$ cat config.mk
export PLATFORM = sky130hd
export DESIGN_NAME = rom_loader
export DESIGN_NICKNAME = d
export VERILOG_FILES = /design/src/rtl/rom_loader_pkg.sv /design/src/rtl/rom_loader.sv
export SDC_FILE = /design/constraint.sdc
export NUM_CORES = 1
export LEC_CHECK = 0
export ABC_AREA = 1
export CORE_UTILIZATION = 45
export DETAILED_ROUTE_END_ITERATION = 8
export DONT_BUFFER_PORTS = 1
export PLACE_DENSITY = 0.59
export SLEW_MARGIN = 20
export SYNTH_ARGS = -nofsm -noshare
export SYNTH_HDL_FRONTEND = slang
export SYNTH_SLANG_ARGS = --single-unit
$ cat constraint.sdc
create_clock -name clk -period 2.65 [get_ports clk]
set_input_delay 0.3975 -clock clk [delete_from_list [all_inputs] [get_ports clk]]
set_output_delay 0.3975 -clock clk [all_outputs]
set_load 0.05 [all_outputs]
$ cat src/rtl/rom_loader_pkg.sv
// Shared constants and FSM encoding for the serial program-memory loader.
// Imported by rom_loader.
package rom_loader_pkg;

   localparam int unsigned ByteW = 8;
   localparam int unsigned WordW = 32;
   localparam int unsigned AddrW = 11;
   localparam int unsigned LenW  = 16;

   localparam logic [ByteW-1:0] SyncByte = 8'hA5;

   typedef enum logic [2:0] {
      StIdle  = 3'd0,
      StLenHi = 3'd1,
      StLenLo = 3'd2,
      StData  = 3'd3,
      StCsum  = 3'd4
   } loader_state_e;

endpackage

$ cat src/rtl/rom_loader.sv
// Byte-stream frame loader: A5, LEN_HI, LEN_LO, 4*LEN data bytes, XOR checksum.
// Assembled big-endian words are written to external program memory via we/addr/wdata.
module rom_loader
   import rom_loader_pkg::*;
#(
   parameter int unsigned TIMEOUT = 1000000,
   parameter int unsigned DEPTH   = 2048
) (
   input  logic             clk,
   input  logic             reset,
   input  logic             rx_valid,
   input  logic [ByteW-1:0] rx_data,
   output logic             we,
   output logic [AddrW-1:0] addr,
   output logic [WordW-1:0] wdata,
   output logic             busy,
   output logic             done,
   output logic             err
);

   localparam int unsigned GapW = (TIMEOUT > 1) ? $clog2(TIMEOUT) : 1;

   loader_state_e    state_q, state_d;
   logic [LenW-1:0]  len_q, len_d;
   logic [WordW-1:0] shift_q, shift_d;
   logic [1:0]       byte_q, byte_d;
   logic [LenW-1:0]  word_q, word_d;
   logic [ByteW-1:0] csum_q, csum_d;
   logic [GapW-1:0]  gap_q, gap_d;
   logic             we_q, we_d;
   logic [AddrW-1:0] addr_q, addr_d;
   logic [WordW-1:0] wdata_q, wdata_d;
   logic             done_q, done_d;
   logic             err_q, err_d;

   logic [LenW-1:0]  len_full;
   logic [WordW-1:0] word_full;

   always_comb begin
      state_d   = state_q;
      len_d     = len_q;
      shift_d   = shift_q;
      byte_d    = byte_q;
      word_d    = word_q;
      csum_d    = csum_q;
      gap_d     = gap_q;
      we_d      = 1'b0;
      addr_d    = addr_q;
      wdata_d   = wdata_q;
      done_d    = done_q;
      err_d     = err_q;
      len_full  = {len_q[ByteW-1:0], rx_data};
      word_full = {shift_q[WordW-ByteW-1:0], rx_data};

      // Inter-byte watchdog; rx_valid and expiry are mutually exclusive.
      if (state_q != StIdle) begin
         if (rx_valid) begin
            gap_d = '0;
         end else if (gap_q == GapW'(TIMEOUT - 1)) begin
            state_d = StIdle;
            err_d   = 1'b1;
            done_d  = 1'b0;
            gap_d   = '0;
         end else begin
            gap_d = gap_q + 1'b1;
         end
      end

      unique case (state_q)
         StIdle: begin
            if (rx_valid && rx_data == SyncByte) begin
               state_d = StLenHi;
               done_d  = 1'b0;
               err_d   = 1'b0;
               addr_d  = '0;
               word_d  = '0;
               byte_d  = '0;
               csum_d  = '0;
               gap_d   = '0;
            end
         end
         StLenHi: begin
            if (rx_valid) begin
               len_d   = {{(LenW-ByteW){1'b0}}, rx_data};
               state_d = StLenLo;
            end
         end
         StLenLo: begin
            if (rx_valid) begin
               len_d = len_full;
               if (len_full == '0 || 32'(len_full) > DEPTH) begin
                  state_d = StIdle;
                  err_d   = 1'b1;
               end else begin
                  state_d = StData;
               end
            end
         end
         StData: begin
            if (rx_valid) begin
               shift_d = word_full;
               csum_d  = csum_q ^ rx_data;
               byte_d  = byte_q + 2'd1;
               if (byte_q == 2'd3) begin
                  we_d    = 1'b1;
                  wdata_d = word_full;
                  addr_d  = word_q[AddrW-1:0];
                  word_d  = word_q + 16'd1;
                  if (word_q + 16'd1 == len_q) state_d = StCsum;
               end
            end
         end
         StCsum: begin
            if (rx_valid) begin
               state_d = StIdle;
               if (rx_data == csum_q) done_d = 1'b1;
               else                   err_d  = 1'b1;
            end
         end
         default: state_d = StIdle;
      endcase
   end

   always_ff @(posedge clk or negedge reset) begin
      if (!reset) begin
         state_q <= StIdle;
         len_q   <= '0;
         shift_q <= '0;
         byte_q  <= '0;
         word_q  <= '0;
         csum_q  <= '0;
         gap_q   <= '0;
         we_q    <= 1'b0;
         addr_q  <= '0;
         wdata_q <= '0;
         done_q  <= 1'b0;
         err_q   <= 1'b0;
      end else begin
         state_q <= state_d;
         len_q   <= len_d;
         shift_q <= shift_d;
         byte_q  <= byte_d;
         word_q  <= word_d;
         csum_q  <= csum_d;
         gap_q   <= gap_d;
         we_q    <= we_d;
         addr_q  <= addr_d;
         wdata_q <= wdata_d;
         done_q  <= done_d;
         err_q   <= err_d;
      end
   end

   assign we    = we_q;
   assign addr  = addr_q;
   assign wdata = wdata_q;
   assign busy  = (state_q != StIdle);
   assign done  = done_q;
   assign err   = err_q;

endmodule

==> results of run 1 <==
-- registers in the layout (all words and copies together) (netlist names) --
signal,count
we,1
word_q,16
wdata,32
state_q,3
done,1
gap_q,20
shift_q,24
len_q,16
csum_q,8
err,1
addr,11
byte_q,2
-- logic make-up after synthesis --
group	after synthesis	synth area share, %
compound gates	151	14.0
xor+xnor	20	2.86
fa+ha+maj	3	0.569
buf+inv	129	8.42
flops	135	51.2
simple gates	334	22.9
-- area by class of cell --
class	count	area, um^2
clock buffers	22	464
clock inverters	9	53.8
fillers	1356	6850
inverters	106	400
multi-input cells	508	2660
flip-flops and latches	135	3380
well taps	180	225
repair buffers	7	65.1
-- critical path, cell delays in order, from the launching register on --
cell and delay, ps:
dfrtp_1 460, nor3_1 380, nand2_1 360, nand2_1 670, o21ai_0 180
-- power groups by stage --
| stage | combinational, mW | clock (mW) | sequential, mW |
|---|---|---|---|
| 3_5_place_dp | 0.745 | 0 | 2.74 |
| 6_report | 0.750 | 2.07 | 2.71 |
| 5_1_grt | 0.867 | 2.20 | 2.75 |
| 3_3_place_gp | 0.732 | 0 | 2.73 |
| 2_1_floorplan | 0.591 | 0 | 2.68 |
| 4_1_cts | 0.752 | 2.11 | 2.71 |
-- synthesized netlist by cell type, types with 2 or more instances --
cell type  instances
nand2_1          187
dfrtp_1          135
inv_1            101
o21ai_0           70
nand3_1           63
nor2_1            35
o21ai_1           23
nand4_1           19
o21ai_2           19
o22ai_1           13
xor2_1            13
a21oi_1           11
nor3_1            11
buf_6              8
clkbuf_1           8
o22ai_2            8
xnor2_1            6
buf_2              4
inv_2              4
nor2_4             4
ha_1               3
nor3_2             3
buf_1              2
nand2_2            2
nor2_2             2
nor2_8             2
nor4_1             2
o31ai_1            2
o32ai_1            2
-- worst max-delay path by stage --
stage | endpoint | slack (ps)
after floorplan | word_q[14] | 820
after global placement | len_q[6] | 540
after detailed placement | len_q[3] | 490
after CTS | len_q[3] | 480
after global routing | len_q[4] | 220
final | len_q[7] | 460
-- stage by stage --
step	total power, mW	hold WS [ps]	setup slack [ps]
after floorplan	3.27	102	820
after global placement	3.46	106	536
after detailed placement	3.49	105	489
after CTS	5.57	-343	477
after global routing	5.81	-345	220
final	5.53	-326	456
-- cell usage in the layout (no fill, tap or decap), drive strengths merged, types with 12 or more instances in the layout --
| cell | instances |
|---|---|
| o21ai | 112 |
| nand2 | 189 |
| dfrtp | 135 |
| nor2 | 43 |
| clkbuf | 22 |
| xor2 | 13 |
| a21oi | 12 |
| nand3 | 63 |
| inv | 106 |
| nor3 | 15 |
| nand4 | 19 |
| o22ai | 21 |
-- per-layer routing --
layer  part of all wire [%]  wire, um
met1                     50      7580
met2                     43      6520
met3                    5.7       865
met4                    1.1       168
met5                      0         0
==> impl_metrics.json, run 1 <==
{
  "slew_violations": 0,
  "hpwl_mm": 10.5,
  "wl_per_cell_um": 15.7,
  "num_vias": 5138,
  "die_w_um": 123,
  "hold_violations": 135,
  "synth_area_leaders": "dfrtp_1, nand2_1, inv_1, o21ai_0, nand3_1",
  "rr_worst_depth": 4,
  "met2_usage_pct": 32.8,
  "p_leak_nw": 3.31,
  "timing.rr.start": "state_q[2]",
  "synth_warnings": 0,
  "period_needed_ps": 2190,
  "use_met1_pct": 31.2,
  "cellPowerDensity_mw_per_mm2": 762,
  "final_cell_area_mm2": 0.00725,
  "first_iter_violations": 408,
  "cap_violations": 0,
  "chipHeight_um": 123,
  "grt_first_pass_wirelength_mm": 25.5,
  "grt_pass1_vias": 5099,
  "grt_remaining_overflow": 0,
  "comb_power_share_pct": 13.6,
  "required_ps": 2920,
  "synth_top_area_share_pct": 51.2,
  "finalWirelength_mm": 15.1,
  "nets": 789,
  "cts-buffers-inserted": 17,
  "syn-instance-count": 772,
  "layout-drive-gt1-share_pct": 10.5,
  "dp_cells": 936,
  "die-area_mm2": 0.0151,
  "synthArstFlopShare_pct": 100,
  "areaGrowthSynthToFinish_pct": 9.90,
  "timing.fmax_ghz": 0.456,
  "swShare_pct": 30.7,
  "io_pins": 58,
  "firstDrtPassIters": 5,
  "antennaDiodeCount": 0,
  "worst_ep_arrival_time_ps": 2460,
  "drc": 0,
  "ant_nets": 0,
  "utilization_pct": 51.4,
  "tritoncts": "yes",
  "clockPowerShare_pct": 37.5,
  "vias_per_cell": 5.31,
  "rsz0062_at_grt": "no",
  "worstSetupStartpointType": "flop",
  "internal_power_mw": 3.83,
  "grt_use_met3_pct": 5.86,
  "cts.path.max_buffers": 2,
  "ys_seq_area_share_pct": 51.2,
  "hp-class": "in2async",
  "cts_sinks": 135,
  "grt_max_degree": 136,
  "cts_htree_levels": 4,
  "power.switching_mw": 1.70,
  "dpl_cell_area_mm2": 0.00673,
  "slew_headroom_pct": 50.8,
  "ir_drop_v": 0.000448,
  "setup_viol": 0,
  "gp_congestion": 0.903,
  "status": "finished with violations",
  "setup_tns_ps": 0,
  "grt-busiest-layer": "met2",
  "crit_fanout": 24,
  "synth_nets": 786,
  "synthesis.area_mm2": 0.00660,
  "synth_ff_type": "dfrtp_1",
  "tightest_slew_ps": 736,
  "fin_hold_ws_ps": -326,
  "ys_ff_latch": 135,
  "avgSynthCellArea_um2": 8.55,
  "fin_skew_ps": 7.39,
  "start_util_pct": 46.8,
  "reg2reg_to": "len_q[7]",
  "fin_crit_sh_pct": 82.8,
  "synth_edf_count": 0,
  "grt_use_total_pct": 22.1,
  "synth.largest_area_cell": "dfrtp_1",
  "critPathCaptureType": "flop",
  "power_frac_seq_pct": 49.0,
  "numPortBuffers": 0,
  "post_cts_buffers": 0,
  "cts_resized": 0,
  "clk_pin_slew_ps": 60,
  "worstSetupPathType": "reg2reg",
  "failed_checks": "hold timing",
  "core_area_mm2": 0.0141,
  "cp-startpoint": "state_q[2]",
  "clock_latency_ps": 420,
  "antenna_found_initial": 0,
  "reg2reg_setup_slack_ps": 460,
  "fp-row-count": 43,
  "synth_cell_types": 39,
  "final_cells": 967,
  "ctsRootBufferMaster": "clkbuf_16"
}
No activity file was read; power rests on OpenSTA's default activity.
==> run 2, diff against run 1 <==
==> constraint.sdc (replaced) <==
create_clock -name clk -period 2.2 [get_ports clk]
set_input_delay 0.33 -clock clk [delete_from_list [all_inputs] [get_ports clk]]
set_output_delay 0.33 -clock clk [all_outputs]
set_load 0.05 [all_outputs]
==> impl_metrics.json, run 2 (synthesis gave the netlist of run 1 again) <==
{
  "final_cells": 974,
  "largest_reg_flops": 32,
  "final_cell_area_mm2": 0.00739,
  "areaGrowthSynthToFinish_pct": 12.0,
  "fin_hold_ws_ps": -406,
  "cts_sinks": 135,
  "hold_violations": 135,
  "crit_path_max_incr_delay_ps": 420,
  "clk_pin_slew_ps": 60,
  "numPortBuffers": 0,
  "dp_cells": 940,
  "worstSetupPathType": "reg2reg",
  "grt_use_total_pct": 22.6,
  "cts_htree_levels": 4,
  "wl_per_cell_um": 15.7,
  "dpl_cell_area_mm2": 0.00678,
  "setup_viol": 0,
  "antennaDiodeCount": 0,
  "worst_ep_arrival_time_ps": 2340,
  "num_vias": 5161,
  "ir_drop_v": 0.000426,
  "grt_first_pass_wirelength_mm": 25.7,
  "hpwl_mm": 10.5,
  "clock_latency_ps": 430,
  "nFillCells": 1331,
  "slew_headroom_pct": 61.9,
  "cellPowerDensity_mw_per_mm2": 951,
  "timing.fmax_ghz": 0.489,
  "failed_checks": "hold timing",
  "nets": 795,
  "ant_nets": 0,
  "worstSetupStartpointType": "flop",
  "grt_max_degree": 136,
  "p_leak_nw": 3.37,
  "grt_pass1_vias": 5016,
  "core_area_mm2": 0.0141,
  "fin_skew_ps": 5.28,
  "gp_congestion": 0.883,
  "chipHeight_um": 123,
  "cap_violations": 0,
  "die-area_mm2": 0.0151,
  "fp-row-count": 43,
  "fin_crit_sh_pct": 93.0,
  "cts.path.max_buffers": 2,
  "final_cell_mix": "nand2_1, dfrtp_1, inv_1, o21ai_0, nand3_1",
  "drc": 0,
  "ctsRootBufferMaster": "clkbuf_16",
  "crit_path_top_delay_cell": "dfrtp_1",
  "tritoncts": "yes",
  "io_pins": 58,
  "hp-class": "in2async",
  "grt_remaining_overflow": 0,
  "slew_violations": 0,
  "worst-path-buf-inv": 4,
  "period_needed_ps": 2050,
  "crit_fanout": 12,
  "finalWirelength_mm": 15.3,
  "vias_per_cell": 5.30,
  "utilization_pct": 52.4,
  "critPathCaptureType": "flop",
  "die_w_um": 123,
  "firstDrtPassIters": 5,
  "crit_path_cell_trace": "nor2_1, inv_1, nor2_1, inv_1, buf_4, nor2_1, inv_1, o21ai_0, nand3_1",
  "tightest_slew_ps": 571,
  "layout_commonest_cell": "nand2_1",
  "layout-drive-gt1-share_pct": 12.0,
  "rsz0062_at_grt": "yes",
  "status": "finished with violations",
  "antenna_found_initial": 0,
  "start_util_pct": 46.8,
  "cts-buffers-inserted": 17,
  "first_iter_violations": 338,
  "critPathTopFamily": "simple AND/OR/NAND/NOR gates",
  "required_ps": 2500
}
run 2: changes by cell type in the layout (fill, tap and decap cells not counted), moves of 2 or more:
cell / before / now
inv_8: 0 / 2
clkinvlp_4: 2 / 4
clkbuf_8: 2 / 0
bufinv_16: 0 / 2
buf_4: 6 / 11
clkbuf_1: 3 / 1
inv_6: 0 / 4
clkinv_2: 6 / 0
run 2: layout make-up:
type | count | area, um^2 | share of cell area [%]
clock buffers | 18 | 429 | 5.81
multi-input cells | 508 | 2670 | 36.1
repair buffers | 13 | 123 | 1.66
clock inverters | 14 | 165 | 2.23
flip-flops and latches | 135 | 3380 | 45.7
inverters | 106 | 400 | 5.42
well taps | 180 | 225 | 3.05
run 2: timing repair:
| item | CTS | global route |
|---|---|---|
| gates resized for setup | 0 | 3 |
| setup endpoints to repair | 0 | 3 |
| hold endpoints to repair | 135 | 135 |
| buffers inserted | 0 | 2 |
run 2: metrics by stage:
stage | power (mW) | TNS, ps | hold slack [ps] | setup slack, ps
final | 7.03 | 0 | -406 | 153
after global placement | 4.18 | 0 | 37.7 | 213
after CTS | 7.10 | 0 | -425 | 155
after detailed placement | 4.20 | 0 | 38.8 | 165
after floorplan | 3.94 | 0 | 34.4 | 370
after global routing | 7.40 | -21.4 | -439 | -21.4
run 2: final timing paths:
| path | slack, ps | depth (start not counted) | endpoint | startpoint |
|---|---|---|---|---|
| max in group asynchronous | 2390 | 0 | len_q[10] | reset |
| max reg2reg | 150 | 9 | err | state_q[0] |
| max | 150 | 9 | err | state_q[0] |
| min | -410 | 0 | word_q[4] | reset |
| min reg2reg | 490 | 2 | shift_q[23] | shift_q[15] |
| min in group clk | 30 | 2 | len_q[3] | rx_data[3] |
run 2: power by group:
part	internal [mW]	switching (mW)
Combinational	0.346	0.570
Sequential	2.79	0.460
Clock	1.70	1.17
run 2: per-layer routing:
metal	vias to the layer above	track usage, %	wire length (um)
li1	2561	-	-
met5	-	0	0
met2	125	33.9	6790
met4	0	8.21	257
met1	2455	31.1	7440
met3	20	6.32	814
run 2: worst register-to-register path: stages, from the launching register on:
cell and delay, ps:
dfrtp_1 420, nor2_1 200, inv_1 80, nor2_1 230, inv_1 100, buf_4 210, nor2_1 210, inv_1 230
o21ai_0 140, nand3_1 100
==> run 3, diff against run 2 <==
--- a/config.mk
+++ b/config.mk
@@ -9,7 +9,7 @@
 export CORE_UTILIZATION = 45
 export DETAILED_ROUTE_END_ITERATION = 8
 export DONT_BUFFER_PORTS = 1
-export PLACE_DENSITY = 0.59
+export PLACE_DENSITY = 0.61
 export SLEW_MARGIN = 20
 export SYNTH_ARGS = -nofsm -noshare
 export SYNTH_HDL_FRONTEND = slang
==> constraint.sdc (replaced) <==
create_clock -name clk -period 1.8 [get_ports clk]
set_input_delay 0.27 -clock clk [delete_from_list [all_inputs] [get_ports clk]]
set_output_delay 0.27 -clock clk [all_outputs]
set_load 0.05 [all_outputs]
==> impl_metrics.json, run 3 (synthesis gave the netlist of run 1 again) <==
{
  "firstDrtPassIters": 5,
  "place_ws_ps": -166,
  "failed_checks": "hold timing, setup timing",
  "rsz0062_at_grt": "yes",
  "vias_per_cell": 5.35,
  "hold_violations": 135,
  "grt_pass1_vias": 5575,
  "layout_commonest_cell": "nand2_1",
  "grt_max_degree": 136,
  "fin_skew_ps": 8.84,
  "swShare_pct": 30.3,
  "core_area_mm2": 0.0141,
  "start_util_pct": 46.8,
  "setup_tns_ps": -292,
  "die_w_um": 123,
  "crit_path_top_delay_cell": "dfrtp_1",
  "numPortBuffers": 0,
  "critPathCaptureType": "flop",
  "crit_fanout": 6,
  "worst-path-buf-inv": 1,
  "period_needed_ps": 1960,
  "status": "finished with violations",
  "chipHeight_um": 123,
  "clockPowerShare_pct": 40.6,
  "ctsRootBufferMaster": "clkbuf_16",
  "largest_reg_flops": 32,
  "tightest_slew_ps": 520,
  "worstSetupStartpointType": "flop",
  "fin_hold_ws_ps": -455,
  "fin_crit_sh_pct": 109,
  "nFillCells": 1215,
  "power_frac_seq_pct": 43.9,
  "slew_headroom_pct": 65.3,
  "layout-drive-gt1-share_pct": 23.1,
  "timing.fmax_ghz": 0.510,
  "ir_drop_v": 0.000765,
  "num_vias": 5572,
  "drc": 0,
  "cts-buffers-inserted": 17,
  "internal_power_mw": 6.35,
  "required_ps": 2110,
  "tritoncts": "yes",
  "power.switching_mw": 2.76,
  "wl_per_cell_um": 16.0,
  "cts.path.max_buffers": 2,
  "finalWirelength_mm": 16.7,
  "grt_remaining_overflow": 0,
  "hp-class": "in2async",
  "critPathTopFamily": "simple AND/OR/NAND/NOR gates",
  "antennaDiodeCount": 0,
  "gp_congestion": 0.893,
  "cellPowerDensity_mw_per_mm2": 1110,
  "first_iter_violations": 497,
  "worstSetupPathType": "reg2reg",
  "hpwl_mm": 11.2,
  "final_cell_mix": "nand2_1, dfrtp_1, inv_1, o21ai_0, buf_4",
  "fp-row-count": 43,
  "cts_htree_levels": 4,
  "nets": 862,
  "slew_violations": 0,
  "die-area_mm2": 0.0151,
  "io_pins": 58,
  "cts_sinks": 135,
  "worst_ep_arrival_time_ps": 2270,
  "crit_path_cell_trace": "ha_4, nand2_4, nor2_4, buf_6, nand3_2, nand2_2, nand2_2, xor2_1, nor2_1, nand3_2, nand2_2, nand2_1, nand2_1, nand2_1",
  "antenna_found_initial": 0,
  "hold_buffers": 8,
  "areaGrowthSynthToFinish_pct": 24.6,
  "cap_violations": 0,
  "setup_viol": 3,
  "grt_use_total_pct": 24.1,
  "ant_nets": 0,
  "grt_first_pass_wirelength_mm": 27.9,
  "p_leak_nw": 3.82,
  "crit_path_max_incr_delay_ps": 420,
  "setup_ws_ps": -162,
  "comb_power_share_pct": 15.5,
  "clock_latency_ps": 420,
  "clk_pin_slew_ps": 60
}
-- run 3: changes by cell type in the layout (fill, tap and decap cells not counted), sizes merged --
cell | before | now
inv | 112 | 109
dlygate4sd3 | 0 | 8
buf | 13 | 72
clkinv | 2 | 3
bufinv | 2 | 4
-- run 3: path summary, 6_finish.rpt --
kind | slack (ps) | to | cells past startpoint | from
worst max-delay path | -160 | state_q[0] | 14 | word_q[0]
worst min-delay path | -460 | word_q[9] | 0 | reset
worst max register to register | -160 | state_q[0] | 14 | word_q[0]
worst min register to register | 490 | shift_q[19] | 2 | shift_q[11]
max in group asynchronous | 2090 | gap_q[5] | 0 | reset
min in group clk | 30 | err | 2 | rx_valid
-- run 3: repair_timing --
action / 4_1_cts / 5_1_grt
hold endpoints to repair: 154 / 135
gates resized for setup: 10 / 63
setup buffers: 9 / 10
pin swaps: 7 / 24
setup endpoints to repair: 18 / 35
-- run 3: power groups by stage --
stage / Sequential, mW / Clock (mW) / Combinational [mW]
finish: 4.00 / 3.70 / 1.41
global route: 4.05 / 3.89 / 1.59
CTS: 3.98 / 3.75 / 1.32
detailed placement: 4.03 / 0 / 1.26
global placement: 4.02 / 0 / 1.23
floorplan: 3.95 / 0 / 0.871
-- run 3: area by class of cell --
cell class / count / area (um^2) / area share [%]
repair buffers: 80 / 711 / 8.65
inverters: 106 / 404 / 4.92
well taps: 180 / 225 / 2.74
multi-input cells: 508 / 2870 / 34.9
flip-flops and latches: 135 / 3380 / 41.1
clock buffers: 18 / 429 / 5.22
clock inverters: 14 / 196 / 2.39
-- run 3: layer usage --
layer | wire length, um | track usage [%] | part of all wire, %
met2 | 8210 | 40.6 | 49
met5 | 0 | 0 | 0
met3 | 891 | 6.13 | 5.3
met1 | 7340 | 30.7 | 44
met4 | 243 | 6.85 | 1.5
-- run 3: through the flow --
step           instance area [um^2]  instances  utilization, %  total power [mW]
4_1_cts                        7960       1033            56.5              9.05
6_report                       8220       1041            58.3              9.11
3_3_place_gp                   7160        984            50.8              5.25
5_1_grt                        8220       1041            58.3              9.53
3_5_place_dp                   7160        984            50.8              5.29
2_1_floorplan                  6600        772               -              4.82
